### config.mk
export PLATFORM = sky130hd
export DESIGN_NAME = fpu_scoreboard
export DESIGN_NICKNAME = d
export VERILOG_FILES = /design/src/rtl/fpu_pkg.sv /design/src/rtl/fpu_sb_entry.sv /design/src/rtl/fpu_scoreboard.sv
export SDC_FILE = /design/constraint.sdc
export NUM_CORES = 1
export LEC_CHECK = 0
export CORE_AREA = 3 3 133 187
export CTS_BUF_LIST = sky130_fd_sc_hd__clkbuf_4 sky130_fd_sc_hd__clkbuf_8
export DETAILED_ROUTE_END_ITERATION = 12
export DIE_AREA = 0 0 136 190
export PLACE_DENSITY = 0.57
export SYNTH_ARGS = -nofsm -noshare
export SYNTH_HDL_FRONTEND = slang
export SYNTH_HIERARCHICAL = 1
export SYNTH_SLANG_ARGS = --single-unit
### constraint.sdc
create_clock -name clk -period 12.3 [get_ports clk]
set_input_delay 1.845 -clock clk [delete_from_list [all_inputs] [get_ports clk]]
set_output_delay 1.845 -clock clk [all_outputs]
set_load 0.02 [all_outputs]
### src/rtl/fpu_pkg.sv
// rtl/fpu_pkg.sv - shared FP register-file and latency-class constants
package fpu_pkg;

   localparam int AW   = 5;
   localparam int NREG = 1 << AW;
   localparam int CW   = 2;

   localparam logic [CW-1:0] LAT_NONE = 2'd0;
   localparam logic [CW-1:0] LAT_H0   = 2'd1;
   localparam logic [CW-1:0] LAT_H1   = 2'd2;
   localparam logic [CW-1:0] LAT_H2   = 2'd3;

   // Hazard classes are nested, so the highest asserted class wins.
   function automatic logic [CW-1:0] lat_decode(input logic h0, input logic h1, input logic h2);
      if (h2)      return LAT_H2;
      else if (h1) return LAT_H1;
      else if (h0) return LAT_H0;
      else         return LAT_NONE;
   endfunction

endpackage

### src/rtl/fpu_sb_entry.sv
// rtl/fpu_sb_entry.sv - write-pending countdown for one FP register
module fpu_sb_entry
   import fpu_pkg::*;
(
   input  logic          clk,
   input  logic          rstn,
   input  logic          set,
   input  logic [CW-1:0] set_val,
   input  logic          clear,
   output logic [CW-1:0] cnt,
   output logic          busy
);

   always_ff @(posedge clk or negedge rstn) begin
      if (!rstn)
         cnt <= '0;
      else if (clear)
         cnt <= '0;
      else if (set)
         cnt <= set_val;
      else if (cnt != '0)
         cnt <= cnt - CW'(1);
   end

   assign busy = (cnt != '0);

endmodule

### src/rtl/fpu_scoreboard.sv
// rtl/fpu_scoreboard.sv - FP register scoreboard raising RAW/WAW issue stalls
module fpu_scoreboard
   import fpu_pkg::*;
(
   input  logic            clk,
   input  logic            rstn,
   input  logic            issue_valid,
   input  logic            hold_in,
   input  logic            flush,
   input  logic [AW-1:0]   rd,
   input  logic [AW-1:0]   rs1,
   input  logic [AW-1:0]   rs2,
   input  logic            use_rs1,
   input  logic            use_rs2,
   input  logic            reg_write,
   input  logic            is_hazard_0,
   input  logic            is_hazard_1,
   input  logic            is_hazard_2,
   output logic            stall,
   output logic            issue_fire,
   output logic [NREG-1:0] busy_vec,
   output logic [AW:0]     pending_cnt
);

   logic [CW-1:0]   lat;
   logic [CW-1:0]   cnt [NREG];
   logic [NREG-1:0] set_vec;
   logic            raw1;
   logic            raw2;
   logic            waw;

   assign lat = lat_decode(is_hazard_0, is_hazard_1, is_hazard_2);

   assign raw1 = use_rs1   & (cnt[rs1] != '0);
   assign raw2 = use_rs2   & (cnt[rs2] != '0);
   assign waw  = reg_write & (cnt[rd]  != '0);

   assign stall      = issue_valid & ~flush & (raw1 | raw2 | waw);
   assign issue_fire = issue_valid & ~hold_in & ~flush & ~stall;

   // Zero-latency writers are forwarded, so they never occupy an entry.
   always_comb begin
      set_vec = '0;
      if (issue_fire && reg_write && (lat != LAT_NONE))
         set_vec[rd] = 1'b1;
   end

   for (genvar g = 0; g < NREG; g++) begin : g_entry
      fpu_sb_entry u_entry (
         .clk     (clk),
         .rstn    (rstn),
         .set     (set_vec[g]),
         .set_val (lat),
         .clear   (flush),
         .cnt     (cnt[g]),
         .busy    (busy_vec[g])
      );
   end

   always_comb begin
      pending_cnt = '0;
      for (int i = 0; i < NREG; i++)
         pending_cnt = pending_cnt + {{AW{1'b0}}, busy_vec[i]};
   end

endmodule
==> results.py <==
metrics = {
    "timing": {
        "finClkSkew_ps": 9.33,
        "tightest_slew_ps": 937,
        "fmax_mhz": 127,
        "finalCriticalPeriod_ps": 7890,
        "rsz0062_at_grt": "false",
        "drv_slew": 0,
        "setup_violations": 0,
        "slew_headroom_pct": 37.4,
        "period_share_pct": 64.1,
        "finalHoldViolations": 0,
        "tns_ps": 0,
    },
    "synth": {
        "synth_edf_count": 0,
        "synth_cells": 712,
        "syn_avg_cell_area_um2": 9.78,
        "ys_types": 50,
        "synth_warnings": 6,
        "synthesis.area_mm2": 0.00696,
        "synth-seq-cells": 64,
        "ys.flop_type": "dfrtp_1",
        "synthArstFlopShare_pct": 100,
        "synth-seq-area-share_pct": 23.0,
        "synth_nets": 801,
    },
    "finish": {
        "largest_reg_flops": 64,
        "multiInputGateArea_mm2": 0.00463,
        "nNetsFinal": 861,
        "diodes": 0,
        "regArea_mm2": 0.00160,
        "area_delta_synth_final_pct": 15.8,
        "fill_cells": 2404,
        "regMostFlops": "g_entry.u_entry/cnt",
        "reg_top3": "g_entry.u_entry/cnt: 64 flops",
        "layout-drive-gt1-share_pct": 14.3,
    },
    "global_route": {
        "grt_pass1_vias": 5401,
        "antenna_found_initial": 1,
        "grt_pass1_wl_um": 30800,
        "grt_max_degree": 82,
        "overflow": 0,
        "grt_use_total_pct": 15.5,
    },
    "cts": {
        "htree_levels": 3,
        "cts_setup_buffers": 0,
        "clock_path_buffers": 2,
        "path_clk_slew_ps": 80,
        "cts_tree": "yes",
        "cts_resized": 0,
        "numCtsBuffers": 9,
        "cts_hold_buf": 0,
        "cts_root_buffer": "clkbuf_8",
        "clock_sinks": 64,
        "clk_latency_ps": 380,
    },
    "critical_path": {
        "regToRegSetupSlack_ps": 8890,
        "critPathLaunchType": "register",
        "reg2reg_to": "g_entry[31].u_entry/cnt[1]",
        "path_max_fanout": 4,
        "r2r-start": "g_entry[7].u_entry/cnt[0]",
        "critPathCaptureType": "output port",
        "r2r_cells": 9,
        "required_ps": 10450,
        "worstPathArrival_ps": 6040,
        "critPathKind": "reg2out",
    },
    "drt": {
        "postRouteAntennaNets": 0,
        "drc": 0,
        "first_pass_iters": 5,
        "routedWlPerCell_um": 17.9,
        "drt-total-wl_um": 19400,
        "drtIter0Drc": 312,
        "vias_per_cell": 4.95,
        "vias": 5365,
    },
    "hold_path": {
        "hold_depth": 2,
        "min_to": "g_entry[27].u_entry/cnt[0]",
        "hold_path_class": "reg2reg",
        "hp-start": "g_entry[27].u_entry/cnt[0]",
    },
    "floorplan": {
        "io_pins": 66,
        "die_area_mm2": 0.0258,
        "die_w_um": 136,
        "die_h_um": 190,
        "initial_core_util_pct": 29.9,
        "fp-row-count": 66,
        "core_area_mm2": 0.0233,
    },
    "placed_design": {
        "finalWeightedCongestion": 0.795,
        "hpwlAfterDp_um": 14600,
        "numPortBuffers": 65,
    },
    "job": {
        "cap_violations": 0,
    },
    "outcome": {
        "status": "completed",
    },
}
cell usage in the layout, fill, tap and decap left out, types with 2 or more instances in the layout:
master | synthesis | final
a2111oi_0 | 2 | 2
a21o_1 | 3 | 3
a21oi_1 | 5 | 5
and2_1 | 2 | 2
and2b_1 | 66 | 66
buf_4 | 2 | 8
clkbuf_8 | 0 | 9
clkdlybuf4s50_1 | 0 | 63
clkinvlp_4 | 0 | 5
dfrtp_1 | 64 | 64
fa_1 | 24 | 24
ha_1 | 39 | 39
inv_1 | 148 | 148
mux2_2 | 3 | 3
mux4_1 | 7 | 7
mux4_2 | 15 | 15
nand2_1 | 38 | 38
nand2b_1 | 2 | 2
nand3b_1 | 66 | 66
nor2_1 | 37 | 37
nor2b_1 | 4 | 4
nor3_1 | 3 | 3
nor3b_1 | 5 | 5
nor4_1 | 4 | 4
nor4_2 | 29 | 29
nor4b_1 | 2 | 2
o31ai_1 | 32 | 32
o32ai_1 | 4 | 4
o41ai_2 | 32 | 32
xnor2_1 | 2 | 2
xor2_1 | 33 | 33
Yosys cell counts (all sizes together), types with 2 or more instances:
cell type  number  area (um2)
and2b          66         495
nor2b           4        25.0
o31ai          32         240
nand3b         66         495
nor4b           2        17.5
ha             39         488
o32ai           4        35.0
mux4           22         522
nand2b          2        12.5
a2111oi         2        17.5
buf            20         164
nor2           37         139
nand2          38         143
inv           148         556
o41ai          32         521
dfrtp          64        1600
mux2            3        33.8
a21oi           5        25.0
or3b            2        17.5
fa             24         480
xor2           33         289
and2            2        12.5
xnor2           2        17.5
nor3b           5        37.5
nor3            3        15.0
a21o            3        22.5
nor4           34         409
clkbuf          3        11.3
per-stage QoR:
step,hold WS (ps),cell area [um2],util [%],instances,worst slack (ps)
after floorplan,600,6960,-,712,5400
after global placement,629,7870,33.8,1067,4860
after detailed placement,632,7870,33.8,1067,4800
after CTS,648,8060,34.6,1083,4360
after global routing,686,8060,34.6,1083,4200
final,639,8060,34.6,1083,4410
critical path, stage by stage (launching register included):
cell and delay [ps]:
dfrtp_1 390, inv_1 60, ha_1 240, inv_1 90
inv_1 60, fa_1 490, fa_1 600, fa_1 460
fa_1 560, fa_1 440, fa_1 490, inv_1 40
ha_1 200, fa_1 440, a21o_1 190, a21oi_1 170
xnor2_1 130, clkdlybuf4s50_1 620
worst max-delay path by stage:
stage               slack [ps]              to                       start
floorplan                 5400  pending_cnt[4]   g_entry[0].u_entry/cnt[0]
global placement          4860  pending_cnt[4]  g_entry[13].u_entry/cnt[0]
detailed placement        4800  pending_cnt[4]   g_entry[0].u_entry/cnt[0]
CTS                       4360  pending_cnt[4]   g_entry[0].u_entry/cnt[0]
global route              4200  pending_cnt[4]  g_entry[17].u_entry/cnt[0]
finish                    4410  pending_cnt[4]   g_entry[0].u_entry/cnt[0]
layout make-up:
class / count / share of cell area [%]
inverter: 148 / 6.89
tap: 306 / 4.75
multi-input combinational: 477 / 57.4
timing repair buffer: 72 / 8.63
clock buffer: 9 / 1.54
sequential: 64 / 19.9
clock inverter: 7 / 0.900
cell families (layout without fill, tap and decap cells):
kind of cell	after synthesis	in the layout	synth area share, %
AND/OR/NAND/NOR	268	268	26.9
buffers and inverters	171	236	10.5
AO/OA/AOI/OAI	85	85	13.2
flip-flops	64	64	23.0
adder cells (fa/ha/maj)	63	63	13.9
XOR/XNOR	35	35	4.40
multiplexers	26	26	8.12
layer usage:
| layer | wire length, um | global-route usage [%] |
|---|---|---|
| met3 | 870 | 2.67 |
| met1 | 8150 | 19.4 |
| met2 | 9890 | 26.6 |
| met4 | 505 | 5.47 |
| met5 | 13 | 0 |
Power is not shown: default switching activity piles up to over one toggle a cycle in this logic, so the estimate is an artifact.
==> edit, RTL diff (same flow settings) <==
Put a register stage on the output `pending_cnt`. The value now appears one clock later. The other outputs are not delayed to match.
--- a/src/rtl/fpu_scoreboard.sv
+++ b/src/rtl/fpu_scoreboard.sv
@@ -21,6 +21,8 @@
    output logic [NREG-1:0] busy_vec,
    output logic [AW:0]     pending_cnt
 );
+
+   logic [AW:0] pending_cnt_d;
 
    logic [CW-1:0]   lat;
    logic [CW-1:0]   cnt [NREG];
@@ -58,9 +60,13 @@
    end
 
    always_comb begin
-      pending_cnt = '0;
+      pending_cnt_d = '0;
       for (int i = 0; i < NREG; i++)
-         pending_cnt = pending_cnt + {{AW{1'b0}}, busy_vec[i]};
+         pending_cnt_d = pending_cnt_d + {{AW{1'b0}}, busy_vec[i]};
+   end
+
+   always_ff @(posedge clk) begin
+      pending_cnt <= pending_cnt_d;
    end
 
 endmodule
Check against the original RTL: not equivalent (Yosys sat finds a counterexample within 4 cycles, from zero or initial values and one cycle with rstn low).
==> edit against the original RTL <==
- register-to-register slack lost 1.9 ns
- setup slack better by 0.88 ns
- final area is 2.2% lower
- die area stayed put
- sequential share of layout area increased by 2.0 points
- area after synthesis down 2.5%
- global-route usage increased by 0.51 points
- sequential cell count rose by 6
- clock skew up 0.0073 ns
- wire length grew 0.93%
Power is left out: the tool's default activity adds up to more than one toggle a clock period on the data nets, which glitch-free logic cannot reach.
==> edit: results (changes against the original RTL) <==
[logic_synthesis]
synthArstFlopShare_pct = 91.43  ; -8.6 points
synthXorXnorAreaFrac_pct = 4.518  ; +0.11 points
synth.distinct_cells = 57  ; +14%
synth_compound_area_share_pct = 16.26  ; +3.1 points
synth_adder_area_share_pct = 14.27  ; +0.36 points
ys_seq_area_share_pct = 25.37  ; +2.4 points
synth_top_cells_by_count = inv_1 (148), and2b_1 (64), dfrtp_1 (64), nand3b_1 (64), ha_1 (39)
synth_top_cells_by_area = dfrtp_1 (24%), inv_1 (8.2%), o41ai_2 (7.7%)

[critical_path]
crit_family = buffers and inverters
arrival_ns = 5.16  ; -0.88 ns
r2r-start = g_entry[0].u_entry/cnt[0]
r2r_slack_ns = 6.96  ; -1.93 ns
crit_fanout = 16  ; +12
critPathMaxStageDelay_ns = 0.89  ; +0.27 ns

[outcome]
status = finished clean

[timing]
fin_skew_ns = 0.01666  ; +0.007325 ns
worst_pin_slew_ns = 1.094  ; +0.1568 ns

[finish]
reg_top3 = g_entry.u_entry/cnt x64, pending_cnt x6
nFillCells = 2494  ; +3.7%
drive_above_1_share_pct = 8.701  ; -5.6 points
fin_nets = 877  ; +1.9%

[drt]
avgRoutedWirePerCell_um = 17.84  ; -0.54%
viasPerCell = 4.970  ; +0.33%
drt_iter0_drc = 358  ; +15%

[placement]
routabilityCongestion = 0.9122  ; +15%
dp_hpwl_mm = 15.04  ; +3.0%

[global_routing]
grt_pass1_wl_mm = 31.91  ; +3.7%
antenna_found_initial = 0  ; -1
grt_pass1_vias = 5745  ; +6.4%
grt_usage_pct = 15.97  ; +0.51 points

[hold_path]
min_from = g_entry[16].u_entry/cnt[0]
hold_end = g_entry[16].u_entry/cnt[0]

-- edit: cell count changes in the layout (fill, tap and decap cells not counted), sizes merged, moves of 4 or more --
cell	delta
clkinvlp	-4
mux4	-11
nor3	+14
nand2	-24
nor2	-9
nand3	+4
or2	+7
a21oi	+5
nor4b	+4
dfxtp	+6
o21ai	+4
a31oi	+4
-- edit: layout make-up --
type,instances,share of cell area [%]
Sequential cell,70,21.84
Clock inverter,6,0.6031
Inverter,149,7.094
Clock buffer,10,1.666
Tap cell,306,4.856
Timing Repair Buffer,69,8.538
Multi-Input combinational cell,489,55.40
-- edit: cells by family (layout without fill, tap and decap cells) --
| logic type | Yosys count | after routing |
|---|---|---|
| xor+xnor | 35 | 35 |
| fa+ha+maj | 63 | 63 |
| mux | 13 | 13 |
| buf+inv | 173 | 234 |
| simple gates | 266 | 266 |
| compound gates | 112 | 112 |
| flops | 70 | 70 |
-- edit: how the worst max path moves through the flow --
stage,start,cells after the start,endpoint
after floorplan,rs1[1],6,stall
after detailed placement,rs2[1],7,issue_fire
after CTS,rs2[1],7,issue_fire
after global routing,rs2[1],7,issue_fire
final,rs2[1],7,issue_fire
after global placement,rs2[1],7,issue_fire
-- edit: layer usage --
layer	share of wire [%]	global-route usage, %	up-vias
met2	53	28.46	116
met5	0	0	-
met3	3.8	2.513	31
met4	4.2	7.680	0
met1	39	18.43	2646
li1	-	-	2669
-- edit: metrics by stage --
stage	hold WS (ns)	std cells	util (%)	setup slack, ns	instance area (um^2)
global placement	0.6198	1083	33.09	5.283	7705
finish	0.6396	1099	33.85	5.292	7884
global route	0.6741	1099	33.85	5.100	7884
detailed placement	0.6232	1083	33.09	5.249	7705
CTS	0.6423	1099	33.85	5.255	7884
floorplan	0.5918	732	-	6.895	6785
